[config.mk]
export PLATFORM = sky130hd
export DESIGN_NAME = board_compact
export DESIGN_NICKNAME = d
export VERILOG_FILES = /design/src/rtl/board_compact.sv
export SDC_FILE = /design/constraint.sdc
export NUM_CORES = 2
export LEC_CHECK = 0
export CAP_MARGIN = 10
export CORE_AREA = 2 2 475 477
export CTS_CLUSTER_SIZE = 12
export DETAILED_ROUTE_END_ITERATION = 10
export DIE_AREA = 0 0 477 479
export GPL_TIMING_DRIVEN = 1
export SETUP_SLACK_MARGIN = 0.02
export SLEW_MARGIN = 0
export SYNTH_ARGS = -nofsm -noshare
export SYNTH_HDL_FRONTEND = slang
export SYNTH_SLANG_ARGS = --single-unit
[constraint.sdc]
create_clock -name Clk -period 63.9 [get_ports Clk]
set_input_delay 12.78 -clock Clk [delete_from_list [all_inputs] [get_ports Clk]]
set_output_delay 12.78 -clock Clk [all_outputs]
set_load 0.01 [all_outputs]
[src/rtl/board_compact.sv]
// Row-compaction engine: drops non-empty rows to the bottom of the board,
// preserving their order, then refills the top with EMPTY rows.
module board_compact #(
  parameter int unsigned x_size  = 10,
  parameter int unsigned y_size  = 20,
  parameter int unsigned color_w = 3
) (
  input  logic                                     Clk,
  input  logic                                     Reset,
  input  logic                                     start,
  input  logic [y_size-1:0][x_size-1:0][color_w-1:0] board_in,
  output logic [y_size-1:0][x_size-1:0][color_w-1:0] board_out,
  output logic                                     busy,
  output logic                                     done,
  output logic [4:0]                               empty_rows
);

  typedef enum logic [1:0] {IDLE, SCAN, FILL, DONE} state_e;
  typedef logic [x_size-1:0][color_w-1:0] row_t;

  localparam logic [color_w-1:0] EMPTY    = '0;
  localparam logic [4:0]         LAST_ROW = 5'(y_size - 1);

  state_e                                     state_q, state_d;
  logic [y_size-1:0][x_size-1:0][color_w-1:0] board_q, board_d;
  logic [4:0]                                 src_q, src_d;
  logic [4:0]                                 dst_q, dst_d;
  logic [4:0]                                 empty_q, empty_d;
  logic                                       busy_q, done_q;

  function automatic logic row_empty(input row_t row);
    logic all_empty;
    all_empty = 1'b1;
    for (int unsigned c = 0; c < x_size; c++) begin
      if (row[c] != EMPTY) begin
        all_empty = 1'b0;
      end else begin
        all_empty = all_empty;
      end
    end
    return all_empty;
  endfunction

  // Next-state: dst never drops below src, so the in-place row copy is safe.
  always_comb begin
    state_d = state_q;
    board_d = board_q;
    src_d   = src_q;
    dst_d   = dst_q;
    empty_d = empty_q;
    case (state_q)
      IDLE: begin
        if (start) begin
          board_d = board_in;
          src_d   = LAST_ROW;
          dst_d   = LAST_ROW;
          empty_d = 5'd0;
          state_d = SCAN;
        end else begin
          state_d = IDLE;
        end
      end
      SCAN: begin
        if (row_empty(board_q[src_q])) begin
          empty_d = empty_q + 5'd1;
        end else begin
          board_d[dst_q] = board_q[src_q];
          dst_d          = dst_q - 5'd1;
        end
        src_d = src_q - 5'd1;
        if (src_q == 5'd0) begin
          state_d = (empty_d != 5'd0) ? FILL : DONE;
        end else begin
          state_d = SCAN;
        end
      end
      FILL: begin
        board_d[dst_q] = '0;
        dst_d          = dst_q - 5'd1;
        if (dst_q == 5'd0) begin
          state_d = DONE;
        end else begin
          state_d = FILL;
        end
      end
      DONE: begin
        state_d = IDLE;
      end
      default: begin
        state_d = IDLE;
      end
    endcase
  end

  // State, board and status registers; busy/done are registered from next state.
  always_ff @(posedge Clk or posedge Reset) begin
    if (Reset) begin
      state_q <= IDLE;
      board_q <= '0;
      src_q   <= 5'd0;
      dst_q   <= 5'd0;
      empty_q <= 5'd0;
      busy_q  <= 1'b0;
      done_q  <= 1'b0;
    end else begin
      state_q <= state_d;
      board_q <= board_d;
      src_q   <= src_d;
      dst_q   <= dst_d;
      empty_q <= empty_d;
      busy_q  <= (state_d != IDLE);
      done_q  <= (state_d == DONE);
    end
  end

  assign board_out  = board_q;
  assign busy       = busy_q;
  assign done       = done_q;
  assign empty_rows = empty_q;

endmodule

==> results.toml <==
[drt]
routedWlPerCell_um = 36.3
ant_nets = 0
via_per_inst = 4.86
vias = 36234
totalWireLength_mm = 271
firstDrtPassIters = 7
route.detailed.drc = 0
drt_iter0_drc = 3817

[synth]
synthTopCellsByArea = "dfrtp_1, mux4_2, a22o_1, o2bb2ai_1, nor2b_1"
yosysWarnings = 0
synth-async-reset-ratio = 1.00
yosysTopAreaCell = "dfrtp_1"
synth_cell_type_count = 62
netlist_instances = 3308
synth_seq_area_share = 0.454
synth_area_um2 = 34100
synth_edf_count = 0
yosysTopAreaCellShare = 0.454
synth_most_common_cell = "dfrtp_1"
syn_nets = 3922
synth_flop_cell = "dfrtp_1"
syn_area_per_cell_um2 = 10.3
ys_ff_latch = 619
synthTopCellsByCount = "dfrtp_1, a21oi_1, nor2b_1"

[floorplanning]
die_x_um = 477
die_y_um = 479
ios = 1210
die_area_um2 = 228000
initial_utilization = 0.152
coreArea_um2 = 224000
rows = 174

[grt]
grt_start_max_net_pins = 136
gr-total-overflow = 0
grt_pass1_vias = 36065
top_usage_layer = "met2"
grt_antenna_before_repair = 38
grt_use_met2 = 0.376
grt_usage = 0.228
grt_pass1_wl_mm = 354
met1_usage = 0.275
use_met3 = 0.0618

[timing]
layout_min_cycle_time_ns = 16.46
grt_setup_unrepaired = "false"
slew_violations = 0
slew_headroom = 0.176
setup_ws_ns = 47.44
period_share = 0.258
tightest_slew_ns = 1.24
hold_violations = 0
fmax_mhz = 60.8
setup_violations = 0
fin_setup_tns_ns = 0
fin_worst_skew_ns = 0.0369

[worst_setup_path]
endpoint_kind = "flop"
r2r_cells = 13
worst-setup-path-type = "input pin to flop"
critPathMaxFanout = 60
worstPathArrival_ns = 17.04
crit_required_ns = 64.49
start_kind = "input pin"
rrSetupSlack_ns = 55.27

[cts]
post-cts-setup-buffers = 0
insertion_delay_ns = 0.72
cts_tree = "yes"
cts.sinks = 619
holdBufCountCts = 0
post_cts_resize_count = 0
clk_pin_slew_worst_paths_ns = 0.06
cts.path.max_buffers = 3
htreeDepth = 3
cts_made_buffers = 82
ctsRootBufferMaster = "clkbuf_16"

[power_and_ir_drop]
fin_total_pwr_mw = 3.22
powerDensity_nw_per_um2 = 61.2
p_leak_nw = 21.0
vdd_drop_max_mv = 0.0339

[run]
cap_viol_max_count = 0

[min_path]
hp-class = "flop to flop"
whs_path_depth = 1

[placement]
placed_cell_area_um2 = 49700
place_congestion = 0.936
portBuffers = 1209
dpl.hpwl_mm = 206
dp.cells = 7286
preCtsSetupSlack_ns = 46.69

[cells_and_area]
layout.nets = 4992
syn2layout_area_growth_pct = 54.1
final_cells = 7462
fin_area_um2 = 52500
drive_gt1_frac = 0.0973

[run_status]
status = "finished clean"
[cell type report]
type                    instances  area, µm²
multi-input cells            2127      16600
flip-flops and latches        619      15500
fillers                     24075     171000
well taps                    2992       3740
inverters                     221        837
clock buffers                 113       2360
repair buffers               1327      13000
diodes                         31       77.6
clock inverters                32        427
[registers in the layout, indices dropped and copies added, names as in the netlist]
signal	cells
board_out	600
busy	1
done	1
dst_q	5
empty_rows	5
src_q	5
state_q	2
[cell usage in the layout (no fill, tap or decap), drive strengths merged, types with 7 or more instances in the layout]
cell type | synthesis | routed
and2 | 8 | 8
nor3 | 7 | 7
clkdlybuf4s50 | 0 | 1209
mux2i | 118 | 118
o22ai | 212 | 212
and3 | 10 | 10
o2bb2ai | 224 | 224
o211ai | 18 | 18
nor2b | 247 | 247
clkinv | 1 | 14
o21ai | 62 | 62
nor2 | 140 | 140
a22oi | 48 | 48
inv | 220 | 228
clkbuf | 165 | 113
a22o | 246 | 246
a21o | 50 | 50
dfrtp | 619 | 619
a211oi | 8 | 8
a221o | 90 | 90
mux2 | 11 | 11
o311ai | 8 | 8
a21oi | 266 | 266
diode | 0 | 31
mux4 | 102 | 102
ha | 11 | 11
nand2 | 140 | 140
buf | 176 | 118
nand2b | 11 | 11
a31oi | 9 | 9
nand3 | 29 | 29
bufinv | 0 | 7
[where the power goes]
| group | leakage [nW] | internal (mW) | switching (mW) |
|---|---|---|---|
| registers | 8.09 | 0.540 | 0.199 |
| clock network | 1.36 | 0.288 | 0.208 |
| logic | 11.6 | 0.702 | 1.28 |
[final timing paths]
check,startpoint,to
max,start,board_out[460]$_DFFE_PP0P_
min,board_out[368]$_DFFE_PP0P_,board_out[368]$_DFFE_PP0P_
max reg2reg,src_q[1]$_DFFE_PP0P_,board_out[445]$_DFFE_PP0P_
min reg2reg,board_out[368]$_DFFE_PP0P_,board_out[368]$_DFFE_PP0P_
max in group asynchronous,Reset,board_out[460]$_DFFE_PP0P_
min in group asynchronous,Reset,board_out[574]$_DFFE_PP0P_
[metal layers]
layer / wire [µm] / share of wire / up-vias
met5: 121 / 0.00045 / -
met4: 14400 / 0.053 / 18
li1: - / - / 14572
met3: 23300 / 0.086 / 494
met1: 106000 / 0.39 / 18619
met2: 127000 / 0.47 / 2531
[worst max-delay path: stages]
cell	delay [ns]
clkdlybuf4s50_1	0.50
nor2b_1	0.11
nor2_1	0.59
o31a_2	0.73
buf_4	0.78
nand2_2	0.87
a22o_1	0.50
[stage by stage]
stage / utilization / hold slack, ns
2_1_floorplan: - / 0.527
3_3_place_gp: 0.222 / 0.489
3_5_place_dp: 0.222 / 0.496
4_1_cts: 0.235 / 0.514
5_1_grt: 0.235 / 0.525
6_report: 0.235 / 0.517
[cell families after synthesis]
group / Yosys count / share of synthesized area
multiplexers: 231 / 0.106
AND/OR/NAND/NOR: 621 / 0.0930
buffers and inverters: 562 / 0.0704
flip-flops: 619 / 0.454
adder cells (fa/ha/maj): 11 / 0.00404
AO/OA/AOI/OAI: 1263 / 0.272
XOR/XNOR: 1 / 0.000257
Note: power is estimated with default switching activity, not from simulation.
